`config.mk`:
```
export PLATFORM = sky130hd
export DESIGN_NAME = wb_queue
export DESIGN_NICKNAME = d
export VERILOG_FILES = /design/src/rtl/wb_queue.sv
export SDC_FILE = /design/constraint.sdc
export NUM_CORES = 1
export LEC_CHECK = 0
export BUFFER_PORTS_ARGS = -buffer_cell sky130_fd_sc_hd__buf_2
export CAP_MARGIN = 20
export CORE_ASPECT_RATIO = 1.75
export CORE_UTILIZATION = 42
export CTS_BUF_LIST = sky130_fd_sc_hd__clkbuf_4
export CTS_CLUSTER_DIAMETER = 40
export DETAILED_ROUTE_END_ITERATION = 10
export PLACE_DENSITY = 0.65
export SLEW_MARGIN = 20
export SYNTH_ARGS = -nofsm -noshare
export SYNTH_HDL_FRONTEND = slang
export SYNTH_SLANG_ARGS = --single-unit
```
`constraint.sdc`:
```
create_clock -name clk -period 3.6 [get_ports clk]
set_input_delay 0.54 -clock clk [delete_from_list [all_inputs] [get_ports clk]]
set_output_delay 0.54 -clock clk [all_outputs]
set_load 0.02 [all_outputs]
```
`src/rtl/wb_queue.sv`:
```
// Writeback queue: merges ALU (A, priority) and load (B) results in order into the register file write port.
// Latency: an entry accepted at edge N can be written to the register file in the cycle after edge N at the earliest.
// Backpressure: readiness comes from the registered count only; a same-cycle drain frees no slot, and B yields to A when one slot is left.
// Optional operand bypass of queued entries is enabled by defining WB_BYPASS_EN.
module wb_queue #(
  parameter int DEPTH = 4,
  parameter int AW    = 6,
  parameter int DW    = 32
) (
  input  logic                       clk,
  input  logic                       rst,
  input  logic                       a_valid,
  output logic                       a_ready,
  input  logic [AW-1:0]              a_addr,
  input  logic [DW-1:0]              a_data,
  input  logic                       b_valid,
  output logic                       b_ready,
  input  logic [AW-1:0]              b_addr,
  input  logic [DW-1:0]              b_data,
  input  logic                       drain_en,
  output logic                       rf_we,
  output logic [AW-1:0]              rf_wa,
  output logic [DW-1:0]              rf_wd,
  output logic [$clog2(DEPTH):0]     count,
  input  logic [AW-1:0]              q_ra1,
  input  logic [AW-1:0]              q_ra2,
  output logic                       hit1,
  output logic                       hit2,
  output logic [DW-1:0]              byp1,
  output logic [DW-1:0]              byp2
);

  localparam int PW = $clog2(DEPTH);
  localparam int CW = PW + 1;

  typedef struct packed {
    logic [AW-1:0] addr;
    logic [DW-1:0] data;
  } entry_t;

  // Entry storage is deliberately left out of reset; occupancy alone says what is live.
  entry_t        mem [DEPTH];
  logic [PW-1:0] head;
  logic [PW-1:0] tail;
  logic [CW-1:0] count_q;

  logic          a_acc;
  logic          b_acc;
  logic [PW-1:0] b_slot;
  logic [CW-1:0] count_next;
  entry_t        head_ent;

  // Readiness from registered occupancy; B needs two free slots whenever A is also offering.
  always_comb begin
    a_ready = !rst && (count_q < CW'(DEPTH));
    b_ready = !rst && (a_valid ? (count_q <= CW'(DEPTH - 2)) : (count_q < CW'(DEPTH)));
  end

  // Handshakes and the slot B lands in (behind A when both are accepted).
  always_comb begin
    a_acc  = a_valid && a_ready;
    b_acc  = b_valid && b_ready;
    b_slot = a_acc ? (tail + PW'(1)) : tail;
  end

  // Head entry feeds the register file combinationally; a write happens whenever drain is asked and data exists.
  always_comb begin
    head_ent = mem[head];
    rf_we    = !rst && drain_en && (count_q != '0);
    rf_wa    = head_ent.addr;
    rf_wd    = head_ent.data;
  end

  // Occupancy bookkeeping: up to two accepts and one drain per cycle.
  always_comb begin
    count_next = count_q + CW'(a_acc) + CW'(b_acc) - CW'(rf_we);
  end

  assign count = count_q;

  // Pointer and count state; reset drops every queued entry in one edge.
  always_ff @(posedge clk) begin
    if (rst) begin
      head    <= '0;
      tail    <= '0;
      count_q <= '0;
    end else begin
      if (rf_we) begin
        head <= head + PW'(1);
      end
      tail    <= tail + PW'(a_acc) + PW'(b_acc);
      count_q <= count_next;
    end
  end

  // Entry writes: A at tail, B right after A (or at tail when A is not accepted).
  always_ff @(posedge clk) begin
    if (a_acc) begin
      mem[tail] <= '{addr: a_addr, data: a_data};
    end
    if (b_acc) begin
      mem[b_slot] <= '{addr: b_addr, data: b_data};
    end
  end

`ifdef WB_BYPASS_EN
  // Bypass lookup: scan from oldest to youngest so the youngest match wins; only registered entries count.
  always_comb begin
    logic [PW-1:0] idx;
    idx  = head;
    hit1 = 1'b0;
    hit2 = 1'b0;
    byp1 = '0;
    byp2 = '0;
    for (int i = 0; i < DEPTH; i++) begin
      idx = head + PW'(i);
      if (!rst && (CW'(i) < count_q)) begin
        if (mem[idx].addr == q_ra1) begin
          hit1 = 1'b1;
          byp1 = mem[idx].data;
        end
        if (mem[idx].addr == q_ra2) begin
          hit2 = 1'b1;
          byp2 = mem[idx].data;
        end
      end
    end
  end
`else
  // Bypass not built: lookup outputs are tied off and the lookup addresses are ignored.
  logic unused_ra;
  assign unused_ra = ^{q_ra1, q_ra2};
  assign hit1 = 1'b0;
  assign hit2 = 1'b0;
  assign byp1 = '0;
  assign byp2 = '0;
`endif

endmodule
```
Word-level counts from Yosys, hierarchy flattened:

Memories as Yosys holds them, arrays and structs flattened. A register that Yosys moved wholly into a read port is not among the register bits.
Index checks and enable logic that the tools add are counted.

* $add $sub $neg: 7
* magnitude comparators: 2
* multiplexer cells: 8
* reduce and logical (&&, ||, !) cells: 8

Operator list (number)
* $add 3x1->3: 2
* $logic_and 1x1->1: 6
* $mux 2: 3
* $mux 1: 5
* $add 2x1->2: 2
* $add 2x1->2 const B: 2
* $le 3x2->1 const B: 1
* $lt 3x3->1 const B: 1
* $reduce_bool 3->1: 1
* $sub 3x1->3: 1
* $logic_not 1->1: 1

* bits in registers: 7
* RAM bits: 152
* input bits: 93
* output and inout bits: 110
* memories kept: 1

Memory list
* mem: depth 4, width 38, read ports 1, clocked after Yosys merged registers in 1, wr ports 2, RTL line 42 `entry_t mem [DEPTH];`

Depth between registers and ports, before layout:

Gate-level depths: netlist (run 1).

* depth after elaboration: 6
* depth in mapped cells: 9
* depth with buffers taken out: 9

Worst setup path after synthesis (run 1):

OpenSTA, ideal clock, no wires.

* kind: reg-to-reg
* from: register count_q[1], in the netlist count[1]
* to: memory mem[0][0] (netlist bit), enable pin
* data arrival time: 2.721 ns
* data required time: 3.204 ns
* slack: 0.483 ns
* stages on the path, launching flop included: 7
* buffers on the path: 2
* period minus slack after synthesis: 3.117 ns
* cells stage by stage: dfxtp_1 -> or3b_1 -> a31oi_1 -> nand4_1 -> buf_2 -> buf_4 -> nand2_1

RTL lines
* from (decl): RTL line 45 `logic [CW-1:0] count_q;`
* from (signal assigned): RTL line 92 `count_q <= count_next;`
* to (decl): RTL line 42

==> reports/results.ini, run 1 <==
[setup_path]
startpoint_type = flip-flop
worstSetupEndpointType = output pin
worstSetupPathType = flip-flop to output pin
crit_chain = buf_4 -> mux4_2 -> buf_2
cp.required_ns = 3.06
cp_max_fo = 29
cpPeakStageDelay_ns = 0.93
cp_top_family = flip-flops
r2r_cells = 6
cp.depth = 3
cpMaxStageDelayCell = dfxtp_2
critPathBufInv = 2
cp.arrival_ns = 2.33

[clock_network]
clock-root-buffer = clkbuf_4
clkTransAtPathRegs_ns = 0.13
cts_max_level = 4
cts_tree = yes
cts.sinks = 161
clk_latency_ns = 0.54
postCtsResizedCells = 0
cts_buffer_depth = 2
holdBufCountCts = 0
postCtsSetupBuffers = 0
numCtsBuffers = 17

[detailed_routing]
totalWireLength_um = 17900
route.vias.total = 4585
via_per_inst = 5.20
drtIter0Drc = 132
drc = 0
ant_nets = 0
drt_pass1_iterations = 7
wl_per_cell_um = 20.4

[place]
port_buffers = 124
dp_cells = 849
gp_congestion = 0.731
placed_area_um2 = 9030
hpwl_um = 11100

[pwr]
seqPwrFrac = 0.504
pwr-share-comb = 0.281
intPower_uw = 3350
switching_share = 0.313
finalPower_uw = 4880
p_per_area_nw_per_um2 = 524
leakagePower_uw = 0.00337
clkPwrFrac = 0.215
power.switching_uw = 1520
ir_drop_v = 0.000218

[cells_and_area]
fin_area_um2 = 9310
seqCellArea_um2 = 4750
finalNonFillerCells = 882
nFillCells = 1733
layout-drive-gt1-share = 0.547
area_growth_pct = 11.4
nNetsFinal = 729
multi_input_area_um2 = 3220

[min_path]
min_path_type = input pin to flip-flop
hold_depth = 2

[synthesis]
syn_area_per_cell_um2 = 16.8
synthDistinctLibCells = 31
ys.flop_type = edfxtp_1
async_flop_share = 0
synth-seq-area-share = 0.568
synth_cells = 496
synth_edf_count = 152
synth_area_um2 = 8360
synth_warnings = 0
ys_seq_elements = 161

[floorplanning]
ios = 203
die_y_um = 189
fp-row-count = 67
fp.dieArea_um2 = 20500
start_util = 0.433
die_w_um = 109
fp.coreArea_um2 = 19300

[timing]
finalHoldWorstSlack_ns = 0.327
fmax_ghz = 0.349
final-setup-viol-count = 0
max_slew_margin = 0.414
finalHoldViolations = 0
tns_ns = 0
tightest_slew_ns = 0.879
final.period_utilization = 0.797
rsz0062_at_grt = false
drv_slew = 0
fin_crit_ns = 2.87
fin_skew_ns = 0.0191

[grt]
grt_pass1_vias = 4946
grt.total_usage = 0.185
antenna_found_initial = 1
grt_start_max_net_pins = 39
gr-total-overflow = 0
grt_pass1_wl_um = 27400

[outcome]
status = completed

[job]
drv_cap = 0

## worst reg2reg max path, stage by stage (launching register included)
cell     delay [ns]
dfxtp_1        0.40
nor3b_4        0.45
mux2i_1        0.61
nand4_1        0.25
buf_4          0.29
nand2_2        0.10
buf_4          0.34
## state kept, by name, summed over array words and instances, names as in the netlist, named ones only
signal / cells
mem: 152
tail: 2
count: 3
head: 2
## cells in the mapped netlist, types with 3 or more instances
cell / n / area share
nand2_1: 5 / 0.0022
edfxtp_1: 152 / 0.55
buf_2: 12 / 0.0072
dfxtp_1: 9 / 0.022
mux2_1: 18 / 0.024
xnor2_1: 4 / 0.0042
mux4_2: 38 / 0.10
nor2_1: 8 / 0.0036
fa_1: 3 / 0.0072
inv_1: 9 / 0.0040
buf_4: 70 / 0.063
mux2_2: 134 / 0.18
clkbuf_1: 6 / 0.0027
ha_1: 6 / 0.0090
## routing by layer
layer | vias up | track usage | share of wire
li1 | 2064 | - | -
met1 | 2339 | 0.205 | 0.37
met2 | 164 | 0.339 | 0.56
met3 | 18 | 0.0353 | 0.047
met4 | 0 | 0.0769 | 0.021
met5 | - | 0 | 0
## kinds of logic after synthesis
group	count (synthesis)	share of synthesized area
AO/OA/AOI/OAI	4	0.00374
AND/OR/NAND/NOR	24	0.0172
other	1	0.000449
XOR/XNOR	6	0.00629
adder cells (fa/ha/maj)	9	0.0162
multiplexers	191	0.308
buffers and inverters	100	0.0800
flip-flops	161	0.568
## path summary, 6_finish.rpt
| kind | startpoint | to | slack [ns] |
|---|---|---|---|
| min | a_addr[1] | mem[3][33] | 0.33 |
| max reg2reg | count[2] | mem[0][13] | 0.82 |
| max | flip-flop | rf_wd[12] | 0.73 |
| min reg2reg | head[1] | flip-flop | 0.54 |
## layout by cell type, fill, tap and decap left out, types with 2 or more instances in the layout
master | Yosys | final
mux2_2 | 134 | 134
conb_1 | 1 | 66
nor2_1 | 8 | 8
bufinv_16 | 0 | 2
nand2_1 | 5 | 3
nand4_1 | 2 | 2
nor3_4 | 0 | 2
clkinv_2 | 0 | 4
a21o_4 | 0 | 2
clkbuf_4 | 0 | 21
mux2_1 | 18 | 18
buf_2 | 12 | 124
xnor2_1 | 4 | 4
inv_1 | 9 | 9
nand2_2 | 0 | 2
ha_1 | 6 | 6
xor2_1 | 2 | 2
buf_4 | 70 | 14
fa_1 | 3 | 3
clkinvlp_4 | 0 | 3
edfxtp_1 | 152 | 152
dfxtp_1 | 9 | 7
mux4_2 | 38 | 38
## cell type report
| cell class | count | share of cell area |
|---|---|---|
| well taps | 241 | 0.0324 |
| clock buffers | 21 | 0.0169 |
| diodes | 1 | 0.000269 |
| clock inverters | 11 | 0.0124 |
| inverters | 9 | 0.00363 |
| repair buffers | 138 | 0.0780 |
| multi-input cells | 300 | 0.346 |
| flip-flops and latches | 161 | 0.510 |
## power by group through the flow
stage               registers (µW)  clock network (µW)  logic [µW]
finish                        2460                1050        1370
floorplan                     2430                   0        1050
CTS                           2470                1070        1390
global route                  2490                1150        1470
global placement              2500                   0        1350
detailed placement            2510                   0        1390
## stage by stage
step / worst slack [ns] / util
floorplan: 0.483 / -
global placement: 0.577 / 0.468
detailed placement: 0.463 / 0.468
CTS: 0.618 / 0.483
global route: 0.550 / 0.483
finish: 0.732 / 0.483
Power figures use the tool's default switching activity.
==> run 2: changes to the inputs <==
- PLACE_DENSITY: 0.65 -> 0.68
- clock period: 3.6 -> 2.46 ns (I/O delays scaled with it)
==> run 2 against run 1 <==
- combinational power increased by 63%
- register-to-register slack got worse by 0.71 ns
- sequential share of layout area decreased by 1.5 points
- sequential cell count unchanged
- sequential power increased by 42%
- clock power increased by 52%
- core utilization increased by 1.5 points
- critical path type is now flip-flop to flip-flop
- critical endpoint is now mem[3][1]
- largest power group unchanged
- highest routed layer unchanged
==> reports/results.ini, run 2 (same netlist as run 1, synthesis figures left out) <==
[detailed_routing]
totalWireLength_um = 17900
wl_per_cell_um = 19.8
via_per_inst = 5.15
ant_nets = 0
drt_pass1_iterations = 4
drtIter0Drc = 147
drc = 0
route.vias.total = 4637

[timing]
drv_slew = 0
final-setup-viol-count = 0
fin_crit_ns = 2.35
finalHoldViolations = 0
fmax_ghz = 0.425
final.period_utilization = 0.957
rsz0062_at_grt = false
fin_skew_ns = 0.0212

[clock_network]
numCtsBuffers = 17
holdBufCountCts = 0
cts.sinks = 161
cts_buffer_depth = 2
cts_max_level = 4
clk_latency_ns = 0.60
clock-root-buffer = clkbuf_4
clkTransAtPathRegs_ns = 0.16
postCtsSetupBuffers = 0
cts_tree = yes

[pwr]
finalPower_uw = 7330
clkPwrFrac = 0.219
seqPwrFrac = 0.477
switching_share = 0.338
p_per_area_nw_per_um2 = 763
ir_drop_v = 0.000311
leakagePower_uw = 0.00348
intPower_uw = 4850
power.switching_uw = 2480
pwr-share-comb = 0.304

[place]
hpwl_um = 11800
gp_congestion = 0.721
dp_cells = 862
port_buffers = 124
placed_area_um2 = 9280

[floorplanning]
ios = 203
start_util = 0.433
fp.dieArea_um2 = 20500
fp-row-count = 67
die_y_um = 189
fp.coreArea_um2 = 19300
die_w_um = 109

[setup_path]
worstSetupEndpointType = flip-flop
r2r-start = count[1]
cp.required_ns = 2.81
startpoint_type = flip-flop
crit_chain = or3b_1 -> a311o_1 -> nor3_4 -> buf_12 -> mux2_2
cpPeakStageDelay_ns = 0.41
rrSetupSlack_ns = 0.11
critPathBufInv = 1
cpMaxStageDelayCell = a311o_1
cp_max_fo = 25
worstSetupPathType = flip-flop to flip-flop
cp.arrival_ns = 2.71
r2r_cells = 5
cp_top_family = simple AND/OR/NAND/NOR gates
rr_endpoint = mem[3][1]

[grt]
gr-total-overflow = 0
grt.total_usage = 0.188
grt_start_max_net_pins = 35
antenna_found_initial = 7
grt_pass1_vias = 5114
grt_pass1_wl_um = 27800

[cells_and_area]
top_register = mem
seqCellArea_um2 = 4750
layout-drive-gt1-share = 0.562
fin_area_um2 = 9600
nFillCells = 1649
area_growth_pct = 14.9
multi_input_area_um2 = 3230
largest_register_ffs = 152
layout_commonest_cell = edfxtp_1
finalNonFillerCells = 901
nNetsFinal = 742
layout_common_cells = 152 x edfxtp_1, 134 x mux2_2, 124 x buf_2
fin_util = 0.498

[min_path]
hold_start = a_data[30]
holdPathEnd = mem[3][30]
hold_depth = 2
min_path_type = input pin to flip-flop

[job]
drv_cap = 0

[outcome]
status = completed

[run 2: power groups by stage]
stage	sequential [µW]	combinational, µW	clock, µW
after detailed placement	3560	2250	0
after global placement	3540	2220	0
final	3500	2230	1600
after global routing	3530	2420	1740
after CTS	3500	2270	1640
after floorplan	3540	1540	0
[run 2: metrics by stage]
stage	hold WS (ns)	worst slack, ns	setup TNS, ns
6_report	0.0877	0.105	0
5_1_grt	0.0551	0.00239	0
4_1_cts	0.0453	0.000536	0
3_5_place_dp	0.506	-0.0424	-0.759
3_3_place_gp	0.502	0.0129	0
2_1_floorplan	0.490	-0.183	-19.53
[run 2: layer usage]
| layer | share of wire | up-vias | wire (µm) | track usage |
|---|---|---|---|---|
| met1 | 0.36 | 2358 | 6490 | 0.198 |
| met2 | 0.56 | 149 | 10100 | 0.341 |
| met4 | 0.027 | 0 | 489 | 0.0936 |
| met3 | 0.046 | 27 | 830 | 0.0425 |
| met5 | 0 | - | 0 | 0 |
| li1 | - | 2103 | - | - |
[run 2: worst register-to-register path, delay by kind of cell (launching register included)]
family | cells | cell delay (ns)
AO/OA/AOI/OAI | 1 | 0.41
flip-flops | 1 | 0.39
AND/OR/NAND/NOR | 2 | 0.67
buffers and inverters | 1 | 0.25
multiplexers | 1 | 0.39
[run 2: cell type report]
cell class	instances	share of cell area
inverters	9	0.00352
repair buffers	151	0.103
well taps	241	0.0314
clock buffers	17	0.0133
flip-flops and latches	161	0.495
diodes	7	0.00182
multi-input cells	300	0.336
clock inverters	15	0.0163
[run 2: what timing repair did]
action	CTS	global route
endpoints found under the hold margin	0	0
pin swaps	0	2
setup endpoints to repair	8	55
gates cloned	0	0
resized for setup	1	2
[run 2: worst max-delay path by stage]
stage | from | endpoint | slack [ns] | depth (start not counted)
final | count[1] | mem[3][1] | 0.11 | 5
after global routing | flip-flop | rf_wd[6] | 0.002 | 3
after CTS | flip-flop | rf_wa[0] | 0.0005 | 3
after detailed placement | rst | mem[1][0] | -0.04 | 6
after global placement | rst | mem[1][19] | 0.01 | 6
after floorplan | count[1] | mem[2][0] | -0.18 | 6
==> run 3: changes to the inputs <==
- CORE_UTILIZATION: 42 -> 30
- PLACE_DENSITY: 0.68 -> unset
==> run 3 against run 2 <==
- global-route usage decreased by 4.6 points
- clock skew decreased by 0.0061 ns
- critical endpoint is now mem[3][12]
- largest power group unchanged
- maximum frequency increased by 0.51%
- sequential power about the same
- largest cell class unchanged
- sequential share of layout area decreased by 1.4 points
- worst setup slack improved by 0.012 ns
==> reports/results.ini, run 3 (same netlist as run 1, synthesis figures left out) <==
[place]
port_buffers = 124
place_ws_ns = -0.0473
dp_cells = 996
placed_area_um2 = 9540
hpwl_um = 12700
gp_congestion = 0.696

[cells_and_area]
layout_commonest_cell = edfxtp_1
fin_area_um2 = 9880
nFillCells = 2646
layout-drive-gt1-share = 0.560
layout_common_cells = 152 x edfxtp_1, 134 x mux2_2, 124 x buf_2
finalNonFillerCells = 1033
area_growth_pct = 18.3
multi_input_area_um2 = 3220
largest_register_ffs = 152
seqCellArea_um2 = 4750
nNetsFinal = 750
top_register = mem

[pwr]
clkPwrFrac = 0.211
power.switching_uw = 2350
intPower_uw = 5040
seqPwrFrac = 0.473
leakagePower_uw = 0.00355
p_per_area_nw_per_um2 = 748
ir_drop_v = 0.000351
finalPower_uw = 7390
switching_share = 0.318
pwr-share-comb = 0.316

[setup_path]
cpPeakStageDelay_ns = 0.41
cp.arrival_ns = 2.70
crit_chain = or3b_1 -> a311o_1 -> nor3_4 -> buf_4 -> buf_12 -> mux2_2
rr_endpoint = mem[3][12]
r2r_cells = 6
r2r-start = count[1]
rrSetupSlack_ns = 0.12
cpMaxStageDelayCell = a311o_1
startpoint_type = flip-flop
cp.required_ns = 2.82
cp_max_fo = 12
worstSetupPathType = flip-flop to flip-flop
worstSetupEndpointType = flip-flop

[detailed_routing]
drc = 0
drt_pass1_iterations = 4
ant_nets = 0
via_per_inst = 4.46
drtIter0Drc = 176
route.vias.total = 4603
totalWireLength_um = 19200
wl_per_cell_um = 18.6

[clock_network]
cts_tree = yes
cts.sinks = 161
clk_latency_ns = 0.61
cts_max_level = 4
clock-root-buffer = clkbuf_4
clkTransAtPathRegs_ns = 0.12
holdBufCountCts = 0
cts_buffer_depth = 2
numCtsBuffers = 17

[timing]
fmax_ghz = 0.427
drv_slew = 0
final-setup-viol-count = 0
finalHoldViolations = 0
final.period_utilization = 0.952
fin_crit_ns = 2.34
rsz0062_at_grt = true
fin_skew_ns = 0.0151
finalWorstSetupSlack_ns = 0.117

[grt]
grt.total_usage = 0.142
grt_pass1_wl_um = 28600
gr-total-overflow = 0
antenna_found_initial = 2
grt_pass1_vias = 4878
grt_start_max_net_pins = 39

[min_path]
hold_depth = 2
holdPathEnd = mem[3][36]
hold_start = a_addr[4]
min_path_type = input pin to flip-flop

[outcome]
status = completed

[floorplanning]
fp.dieArea_um2 = 28600
start_util = 0.306
fp.coreArea_um2 = 27300
die_y_um = 223
die_w_um = 128
ios = 203
fp-row-count = 80

[job]
drv_cap = 0

## run 3: changes by cell type in the layout (fill, tap and decap cells not counted)
| cell | before | now |
|---|---|---|
| clkinv_4 | 1 | 3 |
| clkinv_8 | 2 | 0 |
| clkinv_1 | 0 | 4 |
| clkinv_2 | 0 | 3 |
| clkinvlp_4 | 0 | 1 |
| buf_4 | 14 | 15 |
| buf_12 | 11 | 17 |
| bufinv_16 | 0 | 2 |
| clkbuf_16 | 0 | 1 |
| inv_6 | 8 | 2 |
| mux2i_2 | 1 | 0 |
| diode_2 | 7 | 3 |
| inv_8 | 4 | 0 |
| mux2i_1 | 0 | 1 |
## run 3: final cells by class
class	instances	area share
flip-flops and latches	161	0.481
multi-input cells	300	0.326
repair buffers	159	0.115
well taps	369	0.0467
clock inverters	15	0.0143
clock buffers	17	0.0129
inverters	9	0.00342
diodes	3	0.000760
## run 3: worst max-delay path: cells and delay by family, from the launching register on
kind	cells	cell delay [ns]
compound gates	1	0.41
buf+inv	2	0.33
flops	1	0.38
mux	1	0.33
simple gates	2	0.63
## run 3: power by group through the flow
stage / clock [µW] / combinational, µW / sequential [µW]
5_1_grt: 1740 / 2530 / 3530
3_3_place_gp: 0 / 2330 / 3550
4_1_cts: 1640 / 2360 / 3490
2_1_floorplan: 0 / 1540 / 3540
6_report: 1560 / 2330 / 3490
3_5_place_dp: 0 / 2350 / 3560
## run 3: timing repair
action | 4_1_cts | 5_1_grt
hold endpoints to repair | 0 | 0
pin swaps | 0 | 1
gates cloned | 0 | 1
setup buffers | 0 | 1
gates resized for setup | 2 | 3
endpoints found under the setup margin | 17 | 66
## run 3: how the worst max path moves through the flow
| stage | startpoint | end | slack [ns] | depth (start not counted) |
|---|---|---|---|---|
| 2_1_floorplan | count[1] | mem[2][0] | -0.18 | 6 |
| 4_1_cts | flip-flop | rf_wd[17] | -0.02 | 3 |
| 3_3_place_gp | a_valid | mem[2][29] | -0.02 | 6 |
| 5_1_grt | flip-flop | rf_wd[18] | -0.02 | 3 |
| 6_report | count[1] | mem[3][12] | 0.12 | 6 |
| 3_5_place_dp | a_valid | mem[2][17] | -0.05 | 6 |
## run 3: per-layer routing
layer | vias to the layer above | wire length (µm) | track usage
met5 | - | 0 | 0
met4 | 0 | 293 | 0.0531
met3 | 15 | 813 | 0.0364
met2 | 129 | 11000 | 0.271
met1 | 2352 | 7100 | 0.143
li1 | 2107 | - | -
## run 3: stage by stage
| stage | utilization | hold slack [ns] | TNS [ns] |
|---|---|---|---|
| floorplan | - | 0.490 | -19.53 |
| global placement | 0.349 | 0.507 | -0.102 |
| detailed placement | 0.349 | 0.506 | -1.14 |
| CTS | 0.359 | 0.00938 | -0.0474 |
| global route | 0.362 | 0.0102 | -0.0412 |
| finish | 0.362 | 0.0868 | 0 |
